File: src/rtl/mod_counter_pkg.sv
// ============================================================================
// Module   : mod_counter_pkg
// Purpose  : Shared types and helpers for the modulo counter: count direction
//            and the direction-dependent terminal and start values.
// Revision : 1.0 - initial release
// ============================================================================
`default_nettype none

package mod_counter_pkg;

  // Helpers work at a fixed maximum width; callers size-cast in and out.
  localparam int MC_MAXW = 32;

  typedef enum logic {
    DIR_UP   = 1'b0,
    DIR_DOWN = 1'b1
  } dir_e;

  // Value at which the counter wraps: top when counting up, zero when down.
  function automatic logic [MC_MAXW-1:0] terminal_value(input dir_e d,
                                                        input logic [MC_MAXW-1:0] top);
    return (d == DIR_UP) ? top : '0;
  endfunction

  // Value the counter restarts from: zero when counting up, top when down.
  function automatic logic [MC_MAXW-1:0] start_value(input dir_e d,
                                                     input logic [MC_MAXW-1:0] top);
    return (d == DIR_UP) ? '0 : top;
  endfunction

endpackage

`default_nettype wire

File: src/rtl/mod_counter_top.sv
// ============================================================================
// Module   : mod_counter_top
// Purpose  : Terminal-value holder. A write lands in a shadow register and
//            only becomes active on a commit strobe, so the active terminal
//            never changes mid-period.
// Revision : 1.0 - initial release
// ============================================================================
`default_nettype none

module mod_counter_top
  import mod_counter_pkg::*;
#(
  parameter int W       = 8,
  parameter int DEF_TOP = 24
) (
  input  logic         clk,
  input  logic         rst,
  input  logic         top_wr_i,
  input  logic [W-1:0] top_val_i,
  input  logic         commit_i,
  output logic [W-1:0] top_q_o,
  output logic [W-1:0] top_d_o
);

  logic [W-1:0] top_q, top_d;
  logic [W-1:0] shadow_q, shadow_d;
  logic         pend_q, pend_d;

  // Commit picks a same-cycle write over the shadow; otherwise a write only
  // refreshes the shadow and marks it pending.
  always_comb begin
    top_d    = top_q;
    shadow_d = shadow_q;
    pend_d   = pend_q;
    if (commit_i) begin
      pend_d = 1'b0;
      if (top_wr_i) begin
        top_d = top_val_i;
      end else if (pend_q) begin
        top_d = shadow_q;
      end
    end else if (top_wr_i) begin
      shadow_d = top_val_i;
      pend_d   = 1'b1;
    end
  end

  // Active/shadow/pending registers; reset discards any pending value.
  always_ff @(posedge clk or posedge rst) begin
    if (rst) begin
      top_q    <= W'(DEF_TOP);
      shadow_q <= '0;
      pend_q   <= 1'b0;
    end else begin
      top_q    <= top_d;
      shadow_q <= shadow_d;
      pend_q   <= pend_d;
    end
  end

  assign top_q_o = top_q;
  assign top_d_o = top_d;

endmodule

`default_nettype wire

File: src/rtl/mod_counter.sv
// ============================================================================
// Module   : mod_counter
// Purpose  : Runtime-programmable modulo counter with up/down count, load,
//            clear, deferred terminal update and registered terminal flag.
//            Optional mid-point flag enabled by defining MOD_COUNTER_HALF_EN.
// Revision : 1.0 - initial release
// ============================================================================
`default_nettype none

module mod_counter
  import mod_counter_pkg::*;
#(
  parameter int W       = 8,
  parameter int DEF_TOP = 24
) (
  input  logic         clk,
  input  logic         rst,
  input  logic         ce,
  input  logic         clr,
  input  logic         load,
  input  logic [W-1:0] load_val,
  input  logic         dir,
  input  logic         top_wr,
  input  logic [W-1:0] top_val,
  output logic [W-1:0] q,
  output logic [W-1:0] top_q,
  output logic         ov,
  output logic         wrap,
  output logic         half
);

  logic [W-1:0] cnt_q, cnt_d;
  logic         ov_q, ov_d;
  logic         wrap_q, wrap_d;
  logic [W-1:0] w_top_d;
  logic [W-1:0] w_term_cur;
  logic [W-1:0] w_load_clamped;
  logic         w_wrap_step;
  logic         w_commit;
  dir_e         w_dir;

  assign w_dir = dir_e'(dir);

  // The wrap decision looks at the terminal for the dir sampled this cycle
  // (identical to ov when dir is steady) so a same-cycle dir flip can never
  // step out of range. A count stranded above a shrunken top also wraps.
  assign w_term_cur  = W'(terminal_value(w_dir, MC_MAXW'(top_q)));
  assign w_wrap_step = ce & ~clr & ~load &
                       ((cnt_q == w_term_cur) | (cnt_q > top_q));
  assign w_commit    = clr | w_wrap_step;
  assign w_load_clamped = (load_val > top_q) ? top_q : load_val;

  mod_counter_top #(
    .W       (W),
    .DEF_TOP (DEF_TOP)
  ) u_top (
    .clk       (clk),
    .rst       (rst),
    .top_wr_i  (top_wr),
    .top_val_i (top_val),
    .commit_i  (w_commit),
    .top_q_o   (top_q),
    .top_d_o   (w_top_d)
  );

  // Priority mux: clear, then load, then step, then hold; flags follow next q.
  always_comb begin
    cnt_d = cnt_q;
    if (clr) begin
      cnt_d = W'(start_value(w_dir, MC_MAXW'(w_top_d)));
    end else if (load) begin
      cnt_d = w_load_clamped;
    end else if (ce) begin
      if (w_wrap_step) begin
        cnt_d = W'(start_value(w_dir, MC_MAXW'(w_top_d)));
      end else if (w_dir == DIR_UP) begin
        cnt_d = cnt_q + W'(1);
      end else begin
        cnt_d = cnt_q - W'(1);
      end
    end
    ov_d   = (cnt_d == W'(terminal_value(w_dir, MC_MAXW'(w_top_d))));
    wrap_d = w_wrap_step;
  end

  // Count and flag registers.
  always_ff @(posedge clk or posedge rst) begin
    if (rst) begin
      cnt_q  <= '0;
      ov_q   <= (DEF_TOP == 0);
      wrap_q <= 1'b0;
    end else begin
      cnt_q  <= cnt_d;
      ov_q   <= ov_d;
      wrap_q <= wrap_d;
    end
  end

`ifdef MOD_COUNTER_HALF_EN
  logic half_q, half_d;

  // Mid-point flag, same next-state timing as ov.
  always_comb begin
    half_d = (cnt_d == (w_top_d >> 1));
  end

  // Mid-point flag register.
  always_ff @(posedge clk or posedge rst) begin
    if (rst) begin
      half_q <= 1'b0;
    end else begin
      half_q <= half_d;
    end
  end

  assign half = half_q;
`else
  assign half = 1'b0;
`endif

  assign q    = cnt_q;
  assign ov   = ov_q;
  assign wrap = wrap_q;

endmodule

`default_nettype wire

File: config.mk
export PLATFORM = sky130hd
export DESIGN_NAME = mod_counter
export DESIGN_NICKNAME = d
export VERILOG_FILES = /design/src/rtl/mod_counter_pkg.sv /design/src/rtl/mod_counter_top.sv /design/src/rtl/mod_counter.sv
export SDC_FILE = /design/constraint.sdc
export NUM_CORES = 1
export LEC_CHECK = 0
export ABC_AREA = 1
export CAP_MARGIN = 20
export CORE_ASPECT_RATIO = 1.1
export CORE_UTILIZATION = 54
export DETAILED_ROUTE_END_ITERATION = 12
export PLACE_DENSITY = 0.77
export REMOVE_ABC_BUFFERS = 1
export SLEW_MARGIN = 5
export SYNTH_ARGS = -nofsm -noshare
export SYNTH_HDL_FRONTEND = slang
export SYNTH_SLANG_ARGS = --single-unit
export TNS_END_PERCENT = 5
File: constraint.sdc
create_clock -name clk -period 6.9 [get_ports clk]
set_input_delay 1.035 -clock clk [delete_from_list [all_inputs] [get_ports clk]]
set_output_delay 1.035 -clock clk [all_outputs]
set_load 0.05 [all_outputs]
==> flow_metrics.py <==
metrics = {
    "run_status": {
        "status": "finished clean",
    },
    "detailed_routing": {
        "via_count": 2764,
        "dr.pass1.iters": 5,
        "via_per_inst": 5.43,
        "drcViolationCount": 0,
        "detail-route-antenna-nets": 0,
        "routed_wl_um": 6600,
        "drtIter0Drc": 164,
        "wl_per_cell_um": 13.0,
    },
    "worst_setup_path": {
        "crit_type": "input port to register",
        "endpoint_kind": "register",
        "cp-start-kind": "input port",
        "path_max_fanout": 31,
        "cp.required_ns": 7.11,
        "cp.arrival_ns": 3.87,
    },
    "synthesis": {
        "yosysWarningCount": 0,
        "async_reset_ff_share_pct": 100,
        "synthTopCellsByArea": "dfrtp_1, nand2_1, ha_1",
        "ys_types": 33,
        "synthFlopType": "dfrtp_1",
        "synthTopCellsByCount": "nand2_1, inv_1, o21ai_0, nand3_1, nor2_1",
        "synth_top_area_share_pct": 23.7,
        "ys_seq_area_share_pct": 25.7,
        "synth_area_per_cell_um2": 6.28,
        "synth-seq-cells": 27,
        "netlist_instances": 421,
        "synth_edf_count": 0,
        "syn_area_um2": 2640,
        "yosys.area.top_type": "dfrtp_1",
        "synth.most_common_cell": "nand2_1",
    },
    "clock_network": {
        "clock_latency_ns": 0.28,
        "tritoncts": "yes",
        "post_cts_resized": 0,
        "root_buffer": "clkbuf_8",
        "cts_setup_buffers": 0,
        "cts_buffer_depth": 2,
        "cts_buffers": 3,
        "htreeDepth": 1,
        "path_clk_slew_ns": 0.10,
        "postCtsHoldBufs": 0,
        "cts.sinks": 27,
    },
    "timing": {
        "worstMarginPinSlew_ns": 0.556,
        "rsz0062_at_grt": "no",
        "setup_tns_ns": 0,
        "max_freq_ghz": 0.273,
        "slew_violations": 0,
        "hold_viol_final": 0,
        "relSlewSlack_pct": 62.8,
        "period_share_pct": 53.2,
        "finalCriticalPeriod_ns": 3.67,
        "finalSetupViolations": 0,
        "finClkSkew_ns": 0.00341,
    },
    "layout": {
        "fin_nets": 500,
        "drive_gt1_share_pct": 4.19,
        "antennaDiodeCount": 0,
        "design_area_um2": 3110,
        "syn_to_final_growth_pct": 17.8,
    },
    "global_routing": {
        "use_met1_pct": 35.4,
        "grt_pass1_wl_um": 10600,
        "grt.total_usage_pct": 27.2,
        "grt.overflow.total": 0,
        "met3_usage_pct": 1.80,
        "use_met2_pct": 48.6,
        "grt_max_degree": 32,
        "first_global_vias": 2442,
        "grt.busiest_layer": "met2",
        "antenna_found_initial": 0,
    },
    "floorplan": {
        "die_area_um2": 5180,
        "start_util_pct": 56.4,
        "die_x_um": 68.7,
        "core_um2": 4680,
        "die_h_um": 75.4,
        "rows": 26,
        "pin_count": 42,
    },
    "power_and_ir_drop": {
        "p_leak_nw": 1.68,
        "power_w": 0.000693,
        "ir_drop_mv": 0.101,
        "power.density_nw_per_um2": 223,
    },
    "hold_path": {
        "hp-class": "register to register",
    },
    "run": {
        "drv_cap": 0,
    },
    "placement": {
        "dp_hpwl_um": 5080,
        "placedInstanceArea_um2": 3040,
        "gp_congestion": 0.893,
        "port_buffers": 40,
    },
}
-- cell type report --
cell class	instances	area, µm²
clock buffer	4	45.0
fill	433	1570
multi-input combinational	317	1650
tap	56	70.1
timing repair buffer	42	435
inverter	63	236
sequential	27	678
-- kinds of logic (layout without fill, tap and decap cells) --
group	count (synthesis)	count (layout)	share of synthesized area, %
simple gates	217	217	35.0
buf+inv	77	109	12.0
compound gates	73	73	15.0
other cells	1	1	0.142
fa+ha+maj	23	23	11.2
xor+xnor	3	3	0.994
flops	27	27	25.7
-- report_power, final --
part / switching, W / internal [W] / total (W) / leakage, nW
combinational: 0.000247 / 0.000139 / 0.000386 / 1.33
sequential: 0.0000297 / 0.000184 / 0.000214 / 0.328
clock: 0.0000519 / 0.0000415 / 0.0000934 / 0.0228
-- stage by stage --
stage | cells | setup slack (ns) | hold slack (ns) | utilization (%)
finish | 509 | 3.23 | 0.495 | 66.5
floorplan | 407 | 4.12 | 0.453 | -
detailed placement | 504 | 2.99 | 0.474 | 64.9
global placement | 504 | 3.08 | 0.467 | 64.9
CTS | 508 | 3.27 | 0.499 | 65.9
global route | 509 | 3.00 | 0.527 | 66.5
-- cells in the final DEF, fill, tap and decap left out --
cell             Yosys  routed
inv_2                3       3
buf_16               0       1
o21ai_0             33      33
clkbuf_8             0       3
or2_2                2       2
inv_1               59      59
a22oi_1              2       2
xnor2_1              2       2
nand2_2              3       3
nand2_4              2       2
dfstp_2              2       2
nor2_1              26      26
fa_1                 1       1
nand2_1            140     140
nand4_1              9       9
o21ai_1              4       4
dfrtp_1             25      25
buf_4                1       1
xor2_1               1       1
nand3_2              2       2
a211oi_1             1       1
ha_1                22      22
a21o_1               2       2
conb_1               1       1
a21oi_1             22      22
o21bai_1             2       2
nand3_1             30      30
nand3b_1             3       3
clkbuf_1             8       1
clkinv_1             1       1
a31oi_1              3       3
clkdlybuf4s50_1      0      40
o211ai_1             4       4
-- final timing paths --
path | startpoint | end | slack [ns] | cells after the start
setup / recovery | dir | ov | 3.23 | 18
min in group asynchronous | rst | u_top.shadow_q[6] | 1.05 | 2
setup reg to reg | u_top.top_q_o[4] | ov | 4.06 | 22
hold / removal | u_top.shadow_q[1] | u_top.shadow_q[1] | 0.49 | 2
max in group asynchronous | rst | u_top.top_q_o[3] | 5.34 | 3
hold reg to reg | u_top.shadow_q[1] | u_top.shadow_q[1] | 0.49 | 2
-- critical path, cell delays in order --
cell	delay, ns
clkdlybuf4s50_1	0.45
buf_4	0.33
inv_2	0.21
fa_1	0.48
o21ai_0	0.29
nand2_1	0.11
nand2_1	0.08
a21oi_1	0.07
xor2_1	0.15
a21oi_1	0.13
nand2_1	0.07
nand2_1	0.05
nand2_1	0.04
nand2_1	0.07
nand3_1	0.07
nand2_1	0.07
nand3_1	0.06
nor2_1	0.11
-- registers in the layout, indices dropped and copies added, names as in the netlist --
signal          count
ov                  1
q                   8
u_top.pend_q        1
u_top.shadow_q      8
u_top.top_q_o       8
wrap                1
-- per-layer routing --
layer	vias to the layer above	part of all wire, %
met5	-	0
met4	0	1.5
met3	13	5.1
met2	99	48
met1	1240	45
li1	1412	-
Note: power is estimated with default switching activity, not from simulation.
